<file path="src/rtl/tt_um_borrow_select_sub_seq.sv">
// Digit-serial subtractor: one DIGIT slice per cycle, LSB first, with borrow-select slice variants.
// Build option: define BSUB_SATURATE_EN to clamp out_diff to 0 in DONE when out_borrow is set.
module tt_um_borrow_select_sub_seq #(
  parameter int unsigned WIDTH = 8,
  parameter int unsigned DIGIT = 4
) (
  input  logic             clk,
  input  logic             rst_n,
  input  logic             in_valid,
  output logic             in_ready,
  input  logic [WIDTH-1:0] in_a,
  input  logic [WIDTH-1:0] in_b,
  output logic             out_valid,
  input  logic             out_ready,
  output logic [WIDTH-1:0] out_diff,
  output logic             out_borrow,
  output logic             out_ovf
);

  localparam int unsigned NDIG = WIDTH / DIGIT;
  localparam int unsigned IW   = (NDIG > 1) ? $clog2(NDIG) : 1;

  typedef enum logic [1:0] {IDLE, BUSY, DONE} state_t;

  state_t           state, state_nxt;
  logic [WIDTH-1:0] a_sh, b_sh, diff_r;
  logic             brw, borrow_r, ovf_r;
  logic [IW-1:0]    idx;
  logic [DIGIT-1:0] a_d, b_d;
  logic [DIGIT:0]   s0, s1, sel;
  logic             last, accept, release_res;

  assign a_d         = a_sh[DIGIT-1:0];
  assign b_d         = b_sh[DIGIT-1:0];
  assign s0          = {1'b0, a_d} + {1'b0, ~b_d} + {{DIGIT{1'b0}}, 1'b1};
  assign s1          = {1'b0, a_d} + {1'b0, ~b_d};
  assign sel         = brw ? s1 : s0;
  assign last        = (idx == IW'(NDIG - 1));
  assign accept      = in_valid && in_ready;
  assign release_res = out_valid && out_ready;

  always_ff @(posedge clk or negedge rst_n) begin
    if (!rst_n) state <= IDLE;
    else        state <= state_nxt;
  end

  always_comb begin
    state_nxt = state;
    unique case (state)
      IDLE:    if (accept) state_nxt = BUSY;
      BUSY:    if (last) state_nxt = DONE;
      DONE:    if (release_res) state_nxt = IDLE;
      default: state_nxt = IDLE;
    endcase
  end

  always_comb begin
    in_ready   = (state == IDLE);
    out_valid  = (state == DONE);
    out_borrow = borrow_r;
    out_ovf    = ovf_r;
`ifdef BSUB_SATURATE_EN
    out_diff   = (state == DONE && borrow_r) ? '0 : diff_r;
`else
    out_diff   = diff_r;
`endif
  end

  // Operands shift right so the active slice is always the low DIGIT bits;
  // at the last slice those bits hold the operand sign bits for overflow.
  always_ff @(posedge clk or negedge rst_n) begin
    if (!rst_n) begin
      a_sh     <= '0;
      b_sh     <= '0;
      diff_r   <= '0;
      brw      <= 1'b0;
      borrow_r <= 1'b0;
      ovf_r    <= 1'b0;
      idx      <= '0;
    end else if (state == IDLE) begin
      if (accept) begin
        a_sh <= in_a;
        b_sh <= in_b;
        brw  <= 1'b0;
        idx  <= '0;
      end
    end else if (state == BUSY) begin
      diff_r[idx*DIGIT +: DIGIT] <= sel[DIGIT-1:0];
      a_sh <= a_sh >> DIGIT;
      b_sh <= b_sh >> DIGIT;
      brw  <= ~sel[DIGIT];
      if (last) begin
        idx      <= '0;
        borrow_r <= ~sel[DIGIT];
        ovf_r    <= (a_d[DIGIT-1] != b_d[DIGIT-1]) && (sel[DIGIT-1] != a_d[DIGIT-1]);
      end else begin
        idx <= idx + IW'(1);
      end
    end
  end

endmodule

</file>
<file path="config.mk">
export PLATFORM = sky130hd
export DESIGN_NAME = tt_um_borrow_select_sub_seq
export DESIGN_NICKNAME = d
export VERILOG_FILES = /design/src/rtl/tt_um_borrow_select_sub_seq.sv
export SDC_FILE = /design/constraint.sdc
export NUM_CORES = 1
export LEC_CHECK = 0
export CAP_MARGIN = 20
export CORE_ASPECT_RATIO = 2
export CORE_MARGIN = 5
export CORE_UTILIZATION = 45
export CTS_CLUSTER_SIZE = 16
export DETAILED_ROUTE_END_ITERATION = 12
export PLACE_DENSITY = 0.71
export SETUP_SLACK_MARGIN = 0.2
export SLEW_MARGIN = 25
export SYNTH_ARGS = -nofsm -noshare
export SYNTH_HDL_FRONTEND = slang
export SYNTH_SLANG_ARGS = --single-unit
</file>
<file path="constraint.sdc">
create_clock -name clk -period 3.9 [get_ports clk]
set_input_delay 1.17 -clock clk [delete_from_list [all_inputs] [get_ports clk]]
set_output_delay 1.17 -clock clk [all_outputs]
set_load 0.03 [all_outputs]
</file>
==> metrics.log, run 1 <==
INFO  metric floorplan.initialDensity = 46.8%
INFO  metric power.switching_fraction = between 40% and 50%
INFO  metric register_area = ~750 µm²
INFO  metric rr_worst_depth = 7
INFO  metric detailedRoute.firstIterationViolations = 13
INFO  metric syn_nets = between 150 and 200
INFO  metric synth_xor_xnor_area_share = around 5.0%
INFO  metric worst-r2r-setup-slack = ~1.6 ns
INFO  metric regToRegStartpoint = a_sh[0]$_DFFE_PN0P_
INFO  metric cts_tree = yes
INFO  metric slew_headroom = a little under three fifths
INFO  metric postCtsHoldBufs = 0
INFO  metric numPlacedInstances = between 200 and 250
INFO  metric max_freq = around 320 MHz
INFO  metric floorplan.io_pins = 32
INFO  metric synth.avg_cell_area = between 9 and 10 µm²
INFO  metric timing.final.setup_violations = 0
INFO  metric critical_path_startpoint_category = register
INFO  metric final_layout_size_suffix_gt1_share = under 10%
INFO  metric critical_path_arrival = about 1.9 ns
INFO  metric synthAdderAreaFrac = a little over 5%
INFO  metric synth_compound_gate_area_share = between 10% and 20%
INFO  metric fin_crit_sh = 78.9%
INFO  metric drc_errors = 0
INFO  metric root_buffer = clkbuf_8
INFO  metric layout.cells.most_common_list = clkdlybuf4s50_1, dfrtp_1, nand2_1, o21ai_0, a21oi_1
INFO  metric syn_to_final_growth = 27.4%
INFO  metric largest_net_degree_at_the_start_of_global_routing = 31
INFO  metric drt-pass1-iter-count = 4
INFO  metric drv.max_cap_violation_count = 0
INFO  metric hp-class = reg -> reg
INFO  metric cts_buffer_depth = 2
INFO  metric whs_path_depth = 2
INFO  metric netlist_area = 1600 µm²
INFO  metric finClkSkew = around 0.0067 ns
INFO  metric final-instance-count-excl-fill = 250
INFO  metric seqPwrFrac = 30.2%
INFO  metric endpoint_kind = output pin
INFO  metric h_tree_lvls = 2
INFO  metric chipWidth = approximately 52 µm
INFO  metric global_route.usage.total = 15.4%
INFO  metric post_synth_mux_area_share = less than 1%
INFO  metric p_int = approximately 0.0011 W
INFO  metric yosysUniqueCellTypes = 32
INFO  metric report.final.hold_viol_count = 0
INFO  metric synth_top_family_by_area = simple AND/OR/NAND/NOR gates
INFO  metric routed_via_density = between 5 and 6
INFO  metric place.port_buffers = 31
INFO  metric worst_hold_path.endpoint = out_diff[6]$_DFFE_PN0P_
INFO  metric drtAntennaViolNets = 0
INFO  metric chipHeight = approximately 94 µm
INFO  metric multi_input_comb_area = between 700 and 800 µm²
INFO  metric fp.dieArea = about 4900 µm²
INFO  metric number_of_global_route_vias_before_repair = 1364
INFO  metric globalplace.congestion = a little under 0.9
INFO  metric num-nets-final = around 230
INFO  metric required = roughly 2.7 ns
INFO  metric grt.overflow.total = 0
INFO  metric clock_sink_count = 30
INFO  metric power.switching = approximately 0.0008 W
INFO  metric final.min_clock_period = around 3.1 ns
INFO  metric worst_setup_hold_path_clk_slew = roughly 0.060 ns
INFO  metric outcome = finished clean
INFO  metric final.setup.tns = 0 ns
INFO  metric most_common_library_cell_in_the_layout_ignoring_fill_and_taps = clkdlybuf4s50_1
INFO  metric max_slew.worst_pin.slew = ~0.64 ns
INFO  metric hpwlAfterDp = roughly 2.5 mm
INFO  metric slowest_delay = between 0.7 and 0.8 ns
INFO  metric synth.yosys.warnings = 0
INFO  metric rows = 30
INFO  metric cpMaxStageDelayCell = dfrtp_1
INFO  metric synth-simple-area-share = around a fifth
INFO  metric crit_chain = nand2b_1 -> inv_1 -> clkdlybuf4s50_1
INFO  metric cts.repair_timing.setup_buffer_count = 0
INFO  metric wl = between 3 and 4 mm
INFO  metric vdd_ir_drop_max = ~0.00048 V
INFO  metric routed-via-count = ~1300
INFO  metric critPathMaxFanout = 22
INFO  metric grt_setup_unrepaired = no
INFO  metric hp-start = out_diff[6]$_DFFE_PN0P_
INFO  metric comb_power_share = 56.0%
INFO  metric number_of_antenna_violations_at_the_first_check_in_global_routing = 0
INFO  metric final.fill_count = ~310
INFO  metric leakage = slightly above 0.9 nW
INFO  metric timing.final.max_slew_violations = 0
INFO  metric r2r_end = brw$_DFFE_PN0P_
INFO  metric postSynthCellCount = roughly 170
INFO  metric antenna_cells = 0
INFO  metric numCtsBuffers = 5
INFO  metric clockPowerShare = 13.8%
INFO  metric postSynthRegisterBits = 30
INFO  metric grt_pass1_wl = 5.80 mm
INFO  metric routed_wire_length_per_instance = between 10 and 15 µm
INFO  metric coreArea = ~3400 µm²
INFO  metric postCtsResizedCells = 0
INFO  metric power_per_cell_area = a little over 900 nW/µm²
INFO  metric clock_insertion_delay_worst_skew = 0.28 ns
INFO  metric synth-seq-area-share = a little under half
INFO  metric type_of_the_worst_setup_path = reg -> out
cell families (layout without fill, tap and decap cells):
logic type	Yosys count	count (layout)
muxes	1	1
xor gates and xnor gates	5	5
and+or+nand+nor	61	61
adders and majority gates	6	6
buffers and inverters	16	47
AOI/OAI and AO/OA	52	52
DFF	30	30
worst max-delay path, delay by kind of cell (launching register included):
kind                   cells  cell delay [ns]
buffers and inverters      2             0.75
DFF                        1             0.74
and+or+nand+nor            1             0.14
power groups by stage:
stage / Combinational (W) / Clock, W / Sequential [W]
after floorplan: 0.000706 / 0 / 0.000625
after global placement: 0.00104 / 0 / 0.000568
after detailed placement: 0.00106 / 0 / 0.000573
after CTS: 0.00107 / 0.000268 / 0.000569
after global routing: 0.00118 / 0.000277 / 0.000593
final: 0.00105 / 0.000258 / 0.000567
synth_stat cells, drive strengths merged:
master	n	area share, %
dfrtp	30	47
nand2	29	7.0
o21ai	25	7.8
a21oi	20	6.3
nor2b	12	4.7
clkbuf	10	2.3
and3b	8	4.4
inv	6	1.4
ha	5	3.9
nand2b	5	2.0
o31a	2	1.1
xor2	2	1.6
a21o	1	0.55
a221o	1	0.63
and2	1	0.39
and3	1	0.39
and4b	1	0.63
fa	1	1.3
mux2i	1	0.63
nand3	1	0.31
nor2	1	0.23
nor3	1	0.31
nor4	1	0.39
o21bai	1	0.47
o311a	1	0.63
o31ai	1	0.47
xnor2	1	0.55
xnor3	1	1.4
xor3	1	1.5
final cells by class:
cell class | instances | share of cell area (%)
clock buffer | 7 | 4.23
multi-input combinational | 125 | 38.7
tap | 48 | 2.94
inverter | 6 | 1.10
sequential | 30 | 36.8
timing repair buffer | 33 | 16.0
clock inverter | 1 | 0.245
how the worst max path moves through the flow:
| stage | start | end | slack, ns | cells after the start |
|---|---|---|---|---|
| detailed placement | in_valid | b_sh[7]$_DFFE_PN0P_ | 0.92 | 4 |
| CTS | state[1]$_DFFE_PN0P_ | out_valid | 0.80 | 3 |
| floorplan | state[1]$_DFFE_PN0P_ | in_ready | 1.54 | 3 |
| finish | state[1]$_DFFE_PN0P_ | out_valid | 0.82 | 3 |
| global placement | in_valid | b_sh[6]$_DFFE_PN0P_ | 1.03 | 4 |
| global route | state[1]$_DFFE_PN0P_ | out_valid | 0.71 | 3 |
flip-flops by register name, summed over array words and instances, names as in the netlist:
| signal | count |
|---|---|
| out_ovf | 1 |
| out_diff | 8 |
| a_sh | 8 |
| brw | 1 |
| idx | 1 |
| state | 2 |
| b_sh | 8 |
| out_borrow | 1 |
per-stage QoR:
step	cell area, µm²	setup slack [ns]	power [W]	hold slack, ns	utilization (%)
6_report	2040	0.821	0.00188	0.476	59.7
5_1_grt	2040	0.714	0.00205	0.502	59.7
4_1_cts	2040	0.797	0.00190	0.483	59.7
3_5_place_dp	1950	0.922	0.00164	0.469	57.0
3_3_place_gp	1950	1.03	0.00160	0.461	57.0
2_1_floorplan	1600	1.54	0.00133	0.450	-
metal layers:
| layer | share of wire [%] | up-vias | global-route usage (%) |
|---|---|---|---|
| met2 | 51 | 49 | 26.7 |
| met4 | 5.2 | 0 | 10.4 |
| met1 | 38 | 572 | 16.2 |
| met5 | 0 | - | 0 |
| met3 | 5.5 | 10 | 3.16 |
| li1 | - | 642 | - |
(Power assumes the default switching activity.)
==> run 2: changes to the inputs <==
--- a/config.mk
+++ b/config.mk
@@ -11,7 +11,7 @@
 export CORE_UTILIZATION = 45
 export CTS_CLUSTER_SIZE = 16
 export DETAILED_ROUTE_END_ITERATION = 12
-export PLACE_DENSITY = 0.71
+export PLACE_DENSITY = 0.74
 export SETUP_SLACK_MARGIN = 0.2
 export SLEW_MARGIN = 25
 export SYNTH_ARGS = -nofsm -noshare
==> constraint.sdc (replaced) <==
create_clock -name clk -period 2.8 [get_ports clk]
set_input_delay 0.84 -clock clk [delete_from_list [all_inputs] [get_ports clk]]
set_output_delay 0.84 -clock clk [all_outputs]
set_load 0.03 [all_outputs]
==> metrics.log, run 2 (synthesis results as in run 1) <==
INFO  metric outcome = finished clean
INFO  metric vdd_ir_drop_max = 0.00107 V (+120%)
INFO  metric comb_power_share = 56.3% (+0.3 points)
INFO  metric root_buffer = clkbuf_8
INFO  metric leakage = 0.937 nW (+2.0%)
INFO  metric final_layout_size_suffix_gt1_share = 7.32% (+1.4 points)
INFO  metric routed_wire_length_per_instance = 13.1 µm (+1.1%)
INFO  metric endpoint_kind = register
INFO  metric finish.utilization = 60.9% (+1.2 points)
INFO  metric chipHeight = 94.3 µm (unchanged)
INFO  metric fp.dieArea = 4920 µm² (unchanged)
INFO  metric max_slew.worst_pin.slew = 0.526 ns (-0.117 ns)
INFO  metric timing.final.max_slew_violations = 0 (unchanged)
INFO  metric required = 2.96 ns (+0.23 ns)
INFO  metric number_of_global_route_vias_before_repair = 1370 (+0.44%)
INFO  metric cts_tree = yes
INFO  metric grt_setup_unrepaired = no
INFO  metric p_int = 0.00159 W (+48%)
INFO  metric cts.repair_timing.setup_buffer_count = 0 (unchanged)
INFO  metric chipWidth = 52.2 µm (unchanged)
INFO  metric critical_path_startpoint_category = register
INFO  metric place.port_buffers = 31 (unchanged)
INFO  metric clock_insertion_delay_worst_skew = 0.28 ns (about the same)
INFO  metric power.switching_fraction = 41.9% (-0.85 points)
INFO  metric max_freq = 418 MHz
INFO  metric final.min_clock_period = around 2.4 ns
INFO  metric fin_crit_sh = a little under nine tenths
INFO  metric type_of_the_worst_setup_path = reg -> reg
INFO  metric hpwlAfterDp = 2.54 mm (+3.5%)
INFO  metric hp-class = reg -> reg
INFO  metric cp_top_family = adder cells
INFO  metric floorplan.io_pins = 32 (unchanged)
INFO  metric crit_chain = ha_1 -> fa_1 -> ha_1 -> nor2b_1 -> nand2_2 -> o311a_1 -> a221o_1
INFO  metric seqPwrFrac = 27.9% (-2.3 points)
INFO  metric routed_via_density = 5.12 (+0.60%)
INFO  metric layout.cells.most_common_list = clkdlybuf4s50_1, dfrtp_1, nand2_1, o21ai_0, a21oi_1
INFO  metric grt.overflow.total = 0 (unchanged)
INFO  metric rows = 30 (unchanged)
INFO  metric grt_pass1_wl = 5.89 mm (+1.4%)
INFO  metric h_tree_lvls = 2 (unchanged)
INFO  metric routed-via-count = 1296 (+1.8%)
INFO  metric most_common_library_cell_in_the_layout_ignoring_fill_and_taps = clkdlybuf4s50_1
INFO  metric antenna_cells = 0 (unchanged)
INFO  metric critical_path_arrival = 2.55 ns (+0.64 ns)
INFO  metric report.final.hold_viol_count = 0 (unchanged)
INFO  metric final.setup.tns = 0 ns (unchanged)
INFO  metric slowest_delay = 0.53 ns (-0.21 ns)
INFO  metric clockPowerShare = 15.7% (+1.9 points)
INFO  metric numCtsBuffers = 5 (unchanged)
INFO  metric detailedRoute.firstIterationViolations = 13 (unchanged)
INFO  metric worst_setup_hold_path_clk_slew = 0.06 ns (about the same)
INFO  metric drt-pass1-iter-count = 4 (unchanged)
INFO  metric floorplan.initialDensity = 46.8% (unchanged)
INFO  metric slew_headroom = 64.8% (+7.8 points)
INFO  metric global_route.usage.total = 16.0% (+0.51 points)
INFO  metric finClkSkew = 0.00442 ns (-0.00229 ns)
INFO  metric num-nets-final = 230 (+1.3%)
INFO  metric power.switching = 0.00115 W (+43%)
INFO  metric power_per_cell_area = 1310 nW/µm² (+43%)
INFO  metric cpMaxStageDelayCell = fa_1
INFO  metric drc_errors = 0 (unchanged)
INFO  metric postCtsHoldBufs = 0 (unchanged)
INFO  metric clock_sink_count = 30 (unchanged)
INFO  metric syn_to_final_growth = 30.0%
INFO  metric number_of_antenna_violations_at_the_first_check_in_global_routing = 0 (unchanged)
INFO  metric timing.final.setup_violations = 0 (unchanged)
INFO  metric globalplace.congestion = 0.856 (-1.8%)
INFO  metric critPathMaxFanout = 4 (-82%)
INFO  metric critical-path-top-cell-by-count = ha_1
INFO  metric drv.max_cap_violation_count = 0 (unchanged)
INFO  metric drtAntennaViolNets = 0 (unchanged)
INFO  metric wl = 3.31 mm (+2.3%)
INFO  metric coreArea = 3420 µm² (unchanged)
INFO  metric combined_buffer_and_inverter_count_along_the_critical_path = 0 (-2)
INFO  metric largest_net_degree_at_the_start_of_global_routing = 31 (unchanged)
INFO  metric cts_buffer_depth = 2 (unchanged)
INFO  metric postCtsResizedCells = 0 (unchanged)
==> run 2: changes by cell type in the layout (fill, tap and decap cells not counted) <==
cell	delta
buf_4	+3
clkinv_2	-1
bufinv_16	+1
clkbuf_8	-1
clkinvlp_4	+1
==> run 2: final timing paths <==
kind / from / to / slack [ns] / cells past startpoint
worst max-delay path: a_sh[0]$_DFFE_PN0P_ / brw$_DFFE_PN0P_ / 0.41 / 7
worst max register to register: a_sh[0]$_DFFE_PN0P_ / brw$_DFFE_PN0P_ / 0.41 / 7
max in group asynchronous: rst_n / a_sh[5]$_DFFE_PN0P_ / 1.59 / 2
min in group asynchronous: rst_n / out_diff[5]$_DFFE_PN0P_ / 0.94 / 2
worst min register to register: out_diff[5]$_DFFE_PN0P_ / out_diff[5]$_DFFE_PN0P_ / 0.48 / 2
worst min-delay path: out_diff[5]$_DFFE_PN0P_ / out_diff[5]$_DFFE_PN0P_ / 0.48 / 2
==> run 2: final cells by class <==
type / instances / area [µm²]
timing repair buffer: 36 / 348
clock inverter: 2 / 37.5
sequential: 30 / 751
fill: 296 / 1340
tap: 48 / 60.1
inverter: 6 / 22.5
clock buffer: 6 / 72.6
multi-input combinational: 125 / 790
==> run 2: routing by layer <==
layer | vias up | track usage [%] | routed length (µm)
li1 | 650 | - | -
met1 | 587 | 16.5 | 1310
met2 | 44 | 27.1 | 1680
met3 | 15 | 4.90 | 178
met4 | 0 | 10.0 | 148
met5 | - | 0 | 0
==> run 2: tightest hold or removal path, stage by stage (launching register included) <==
cell and delay [ns]:
dfrtp_1 0.34, nand2_1 0.04, o21ai_0 0.06
==> run 2: metrics by stage <==
step / total power [W] / hold WS (ns) / instance area, µm² / std cells / setup WS [ns]
final: 0.00273 / 0.478 / 2080 / 253 / 0.410
after global routing: 0.00295 / 0.515 / 2080 / 253 / 0.271
after CTS: 0.00276 / 0.483 / 2080 / 253 / 0.412
after detailed placement: 0.00232 / 0.469 / 1970 / 245 / 0.425
after global placement: 0.00224 / 0.460 / 1970 / 245 / 0.505
after floorplan: 0.00185 / 0.450 / 1600 / 171 / 0.576
==> run 2: power groups by stage <==
stage / sequential [W] / clock [W] / combinational, W
2_1_floorplan: 0.000871 / 0 / 0.000983
3_3_place_gp: 0.000759 / 0 / 0.00148
3_5_place_dp: 0.000769 / 0 / 0.00155
4_1_cts: 0.000765 / 0.000441 / 0.00155
5_1_grt: 0.000794 / 0.000456 / 0.00170
6_report: 0.000763 / 0.000430 / 0.00154
==> run 3: changes to the inputs <==
--- a/config.mk
+++ b/config.mk
@@ -6,12 +6,15 @@
 export NUM_CORES = 1
 export LEC_CHECK = 0
 export CAP_MARGIN = 20
+export CELL_PAD_IN_SITES_DETAIL_PLACEMENT = 1
+export CELL_PAD_IN_SITES_GLOBAL_PLACEMENT = 1
 export CORE_ASPECT_RATIO = 2
 export CORE_MARGIN = 5
-export CORE_UTILIZATION = 45
+export CORE_UTILIZATION = 35
 export CTS_CLUSTER_SIZE = 16
 export DETAILED_ROUTE_END_ITERATION = 12
-export PLACE_DENSITY = 0.74
+export PLACE_DENSITY_LB_ADDON = 0.1
+export REMOVE_ABC_BUFFERS = 1
 export SETUP_SLACK_MARGIN = 0.2
 export SLEW_MARGIN = 25
 export SYNTH_ARGS = -nofsm -noshare
==> metrics.log, run 3 (synthesis results as in run 1) <==
INFO  metric outcome = finished clean
INFO  metric critical_path_startpoint_category = register
INFO  metric final_layout_size_suffix_gt1_share = 8.25% (+0.94 points)
INFO  metric report.final.hold_viol_count = 0 (unchanged)
INFO  metric cts_tree = yes
INFO  metric endpoint_kind = output pin
INFO  metric final.setup.tns = 0 ns (unchanged)
INFO  metric drv.max_cap_violation_count = 0 (unchanged)
INFO  metric largest_net_degree_at_the_start_of_global_routing = 31 (unchanged)
INFO  metric dpl-instance-area = 1990 µm² (+0.76%)
INFO  metric hp-start = b_sh[2]$_DFFE_PN0P_
INFO  metric fp.dieArea = 6110 µm² (+24%)
INFO  metric grt_setup_unrepaired = no
INFO  metric drtAntennaViolNets = 0 (unchanged)
INFO  metric postCtsResizedCells = 0 (unchanged)
INFO  metric vdd_ir_drop_max = 0.000774 V (-27%)
INFO  metric timing.final.max_slew_violations = 0 (unchanged)
INFO  metric number_of_antenna_violations_at_the_first_check_in_global_routing = 0 (unchanged)
INFO  metric max_slew.worst_pin.slew = 0.401 ns (-0.125 ns)
INFO  metric worst_setup_hold_path_clk_slew = 0.06 ns (about the same)
INFO  metric whs_path_depth = 2 (unchanged)
INFO  metric global_route.usage.total = 13.8% (-2.1 points)
INFO  metric slew_headroom = 73.2% (+8.4 points)
INFO  metric drc_errors = 0 (unchanged)
INFO  metric drt-pass1-iter-count = 3 (-1)
INFO  metric routed-via-count = 1318 (+1.7%)
INFO  metric detailedRoute.firstIterationViolations = 9 (-4)
INFO  metric hp-class = reg -> reg
INFO  metric regToRegStartpoint = a_sh[0]$_DFFE_PN0P_
INFO  metric finClkSkew = 0.00304 ns (-0.00138 ns)
INFO  metric timing.final.setup_violations = 0 (unchanged)
INFO  metric final_cell_area = 2090 µm² (+0.66%)
INFO  metric power_per_cell_area = 1310 nW/µm² (-0.32%)
INFO  metric grt.overflow.total = 0 (unchanged)
INFO  metric cts.repair_timing.setup_buffer_count = 0 (unchanged)
INFO  metric chipWidth = 57.8 µm (+11%)
INFO  metric layout.cells.most_common_list = clkdlybuf4s50_1, dfrtp_1, nand2_1, o21ai_0, a21oi_1
INFO  metric h_tree_lvls = 2 (unchanged)
INFO  metric worst_hold_slack = 0.481 ns (+0.00302 ns)
INFO  metric coreArea = 4380 µm² (+28%)
INFO  metric critical_path_arrival = 1.54 ns (-1.01 ns)
INFO  metric final.min_clock_period = 2.38 ns (-0.00527 ns)
INFO  metric num-nets-final = 231 (+0.43%)
INFO  metric number_of_global_route_vias_before_repair = 1366 (-0.29%)
INFO  metric max_freq = 419 MHz (+0.22%)
INFO  metric wl = 3.73 mm (+13%)
INFO  metric hpwlAfterDp = 2.92 mm (+15%)
INFO  metric most_common_library_cell_in_the_layout_ignoring_fill_and_taps = clkdlybuf4s50_1
INFO  metric leakage = 0.948 nW (+1.2%)
INFO  metric chipHeight = 106 µm (+12%)
INFO  metric worst_hold_path.endpoint = b_sh[2]$_DFFE_PN0P_
INFO  metric clock_sink_count = 30 (unchanged)
INFO  metric floorplan.io_pins = 32 (unchanged)
INFO  metric clock_insertion_delay_worst_skew = 0.28 ns (about the same)
INFO  metric finish.utilization = 47.8% (-13 points)
INFO  metric cts_buffer_depth = 2 (unchanged)
INFO  metric floorplan.initialDensity = 36.5% (-10 points)
INFO  metric root_buffer = clkbuf_8
INFO  metric routed_via_density = 5.07 (-1.0%)
INFO  metric worst-r2r-setup-slack = 0.46 ns (+0.05 ns)
INFO  metric grt_pass1_wl = 6.47 mm (+10%)
INFO  metric type_of_the_worst_setup_path = reg -> out
INFO  metric placement.setup.worst_slack = 0.465 ns (+0.0394 ns)
INFO  metric syn_to_final_growth = 30.9%
INFO  metric place.port_buffers = 31 (unchanged)
INFO  metric rr_worst_depth = 7 (unchanged)
INFO  metric fin_crit_sh = 85.2% (-0.19 points)
INFO  metric postCtsHoldBufs = 0 (unchanged)
INFO  metric required = 1.96 ns (-1.00 ns)
INFO  metric r2r_end = brw$_DFFE_PN0P_
INFO  metric antenna_cells = 0 (unchanged)
INFO  metric rows = 34 (+13%)
INFO  metric routed_wire_length_per_instance = 14.3 µm (+9.6%)
INFO  metric timing.final.ws_setup = 0.415 ns (+0.00527 ns)
INFO  metric critPathMaxFanout = 3 (-1)
INFO  metric numCtsBuffers = 5 (unchanged)
INFO  metric globalplace.congestion = 0.719 (-16%)
[run 3: power breakdown]
| group | switching, W | leakage (nW) | internal, W |
|---|---|---|---|
| clock | 0.000170 | 0.0579 | 0.000262 |
| sequential | 0.000126 | 0.381 | 0.000635 |
| combinational | 0.000859 | 0.509 | 0.000691 |
| total | 0.00116 | 0.948 | 0.00159 |
[run 3: layer usage]
layer	part of all wire, %	global-route usage [%]	vias up
met5	0	0	-
met4	1.9	5.97	0
met3	3.7	3.43	7
met2	57	25.6	26
met1	37	14.0	635
li1	-	-	650
[run 3: cell type report]
cell class	count	area (µm²)
clock buffer	5	68.8
clock inverter	3	40.0
fill	525	2290
inverter	6	22.5
timing repair buffer	37	355
multi-input combinational	125	790
sequential	30	751
tap	54	67.6
[run 3: stage by stage]
step	total power [W]	std cells
2_1_floorplan	0.00182	161
3_3_place_gp	0.00229	252
3_5_place_dp	0.00235	252
4_1_cts	0.00280	260
5_1_grt	0.00298	260
6_report	0.00274	260
[run 3: critical path: stages (launching register included)]
cell	delay (ns)
dfrtp_1	0.39
nand2b_1	0.16
inv_1	0.06
clkdlybuf4s50_1	0.66
[run 3: how the worst max path moves through the flow]
stage | startpoint | endpoint | slack (ns) | cells past startpoint
floorplan | a_sh[0]$_DFFE_PN0P_ | brw$_DFFE_PN0P_ | 0.58 | 7
global placement | a_sh[0]$_DFFE_PN0P_ | brw$_DFFE_PN0P_ | 0.52 | 7
detailed placement | a_sh[0]$_DFFE_PN0P_ | brw$_DFFE_PN0P_ | 0.46 | 7
CTS | state[0]$_DFFE_PN0P_ | out_valid | 0.39 | 3
global route | state[0]$_DFFE_PN0P_ | out_valid | 0.35 | 3
finish | state[0]$_DFFE_PN0P_ | out_valid | 0.42 | 3
==> RTL edit (settings of run 2) <==
Add a define of `BSUB_SATURATE_EN`.
--- a/src/rtl/tt_um_borrow_select_sub_seq.sv
+++ b/src/rtl/tt_um_borrow_select_sub_seq.sv
@@ -2,2 +2,4 @@
 // Build option: define BSUB_SATURATE_EN to clamp out_diff to 0 in DONE when out_borrow is set.
+`define BSUB_SATURATE_EN
+
 module tt_um_borrow_select_sub_seq #(
Function: changed (a bounded check fails within 4 cycles, from zero or initial values and one cycle with rst_n low).
==> RTL edit against run 2 <==
Core utilization down 3.1 points. Cell count up 3.6%. Worst setup slack got worse by 0.0057 ns. Sequential share of layout area is 0.065 points lower. Power fell by 1.6%. Synthesized area rose by 3.4%. Largest cell class unchanged. Wire length rose by 11%. Sequential cell count unchanged. Design area up 0.18%.
==> RTL edit: results (changes against run 2) <==
| Metric | Value |
|---|---|
| 1st-iter DRT viols | 22 (was 13) |
| Mux contribution to synthesized area | 0.006051 (was 0.006255) |
| Nets | 239 (was 230) |
| Xor and xnor area share after synthesis | 0.04841 (was 0.05004) |
| Peak supply drop | 0.0006171 V (was 0.001066 V) |
| First-pass GRT wire length | 6299 µm (was 5885 µm) |
| Largest registers | a_sh: 8 flops, b_sh: 8 flops, diff_r: 8 flops |
| Critical Path Start | state[0] (was a_sh[0]) |
| CTS Buf Count | 5 (unchanged) |
| Total track usage | 0.1688 (was 0.1596) |
| Vias in the first global route | 1411 (was 1370) |
| Port Buffers | 31 (unchanged) |
| Clk_lat worst skew | around 0.29 ns |
| HP Start | diff_r[4] (was out_diff[5]) |
| Synth cell types | 32 (unchanged) |
| Final Wtd Congestion | 0.8893 (was 0.8563) |
| Worst reg-to-reg path cell count | 7 (unchanged) |
| Placement Cell Area | 2006 µm² (was 1971 µm²) |
| Sequential share of the synthesized area | 0.4539 (was 0.4691) |
| Largest net degree at the start of global routing | 31 (unchanged) |
| CTS resizes | 0 (unchanged) |
| Post-Synth Adder-Cell Area | 0.04992 (was 0.05160) |
| Final Skew | 0.007921 ns (was 0.004419 ns) |
| Antenna diode count | 0 (unchanged) |
| Status | finished clean (unchanged) |
| Async set-reset flop share out of synthesis | 1.000 (unchanged) |
| Setup bufs post-CTS | 0 (unchanged) |
| Post-synth EDFFs | 0 (unchanged) |
| Via density | 5.198 (was 5.123) |
| First-pass DRT Iterations | 4 (unchanged) |
| Startpoint Class | register (unchanged) |
| Initial antenna violation count | 0 (unchanged) |
| Dpl ws | 0.3970 ns (was 0.4251 ns) |
| CTS H-tree depth | 2 (unchanged) |
| Synth Area in Compound Gates | 0.1732 (was 0.1790) |
| Worst r2r src | a_sh[0] (unchanged) |
| Hold Crit Class | reg2reg (unchanged) |
| Synth warn | 0 (unchanged) |
| Clock Tree Buf Depth | 2 (unchanged) |
| Slew HR | 0.6032 (was 0.6483) |
| Final WL | 3681 µm (was 3313 µm) |
| Crit path arrival time | 1.56 ns (was 2.55 ns) |
| Post-synth top cells | 30 x dfrtp_1, 29 x nand2_1, 23 x o21ai_0 (was 30 x dfrtp_1, 28 x nand2_1, 22 x o21ai_0) |
| Cell area after layout | 2085 µm² (was 2081 µm²) |
| CTS Root Buffer Type | clkbuf_8 (unchanged) |
| Fill count | 334 (was 296) |
| Max Fanout on Critical Path | 3 (was 4) |
| Synth top area cells | dfrtp_1 45%, o21ai_0 7.0%, nand2_1 6.6% (was dfrtp_1 47%, o21ai_0 6.9%, nand2_1 6.6%) |
| Hold path depth | 2 (unchanged) |
| Share of cells above drive strength 1 | 0.1080 (was 0.07317) |
| Clk slew on worst S/H paths | 0.06 ns (about the same) |
| Leakage | 0.9614 nW (was 0.9371 nW) |
| HPWL Detailed | 2829 µm (was 2543 µm) |
| Mapped Nets | 206 (was 197) |
| Sw power | 1.183 mW (was 1.145 mW) |
RTL edit: critical path, cell delays in order (launching register included):
cell and delay, ns:
dfrtp_1 0.39, nand2b_1 0.15, inv_1 0.07, clkdlybuf4s50_1 0.67
RTL edit: metal layers:
layer / global-route usage / vias to the layer above / part of all wire
li1: - / 677 / -
met3: 0.03411 / 13 / 0.039
met5: 0 / - / 0
met2: 0.3050 / 38 / 0.56
met4: 0.09595 / 0 / 0.035
met1: 0.1729 / 634 / 0.37
RTL edit: stage by stage:
step	std cells	total power [mW]
after floorplan	180	1.914
after global placement	255	2.299
after detailed placement	255	2.373
after CTS	262	2.711
after global routing	262	2.919
final	262	2.689
RTL edit: path summary, 6_finish.rpt:
| kind | to | slack, ns |
|---|---|---|
| min reg2reg | diff_r[4] | 0.47 |
| min | diff_r[4] | 0.47 |
| max in group asynchronous | b_sh[0] | 1.59 |
| min in group asynchronous | state[1] | 0.93 |
| max reg2reg | brw | 0.42 |
| max | out_valid | 0.40 |
RTL edit: cells by family after synthesis:
kind of cell             count (synthesis)
multiplexers                             1
AND/OR/NAND/NOR                         70
AO/OA/AOI/OAI                           52
flip-flops                              30
adder cells (fa/ha/maj)                  6
buffers and inverters                   16
XOR/XNOR                                 5
RTL edit: area by class of cell:
type / count / area share
clock buffers: 5 / 0.03301
clock inverters: 2 / 0.004802
inverters: 6 / 0.01080
multi-input cells: 134 / 0.4046
flip-flops and latches: 30 / 0.3601
well taps: 49 / 0.02941
repair buffers: 36 / 0.1573
RTL edit: power groups by stage:
stage               clock (mW)  combinational (mW)  sequential (mW)
global placement             0                1.54            0.758
global route             0.351                1.77            0.794
detailed placement           0                1.60            0.774
finish                   0.334                1.59            0.763
CTS                      0.337                1.61            0.767
floorplan                    0                1.16            0.754
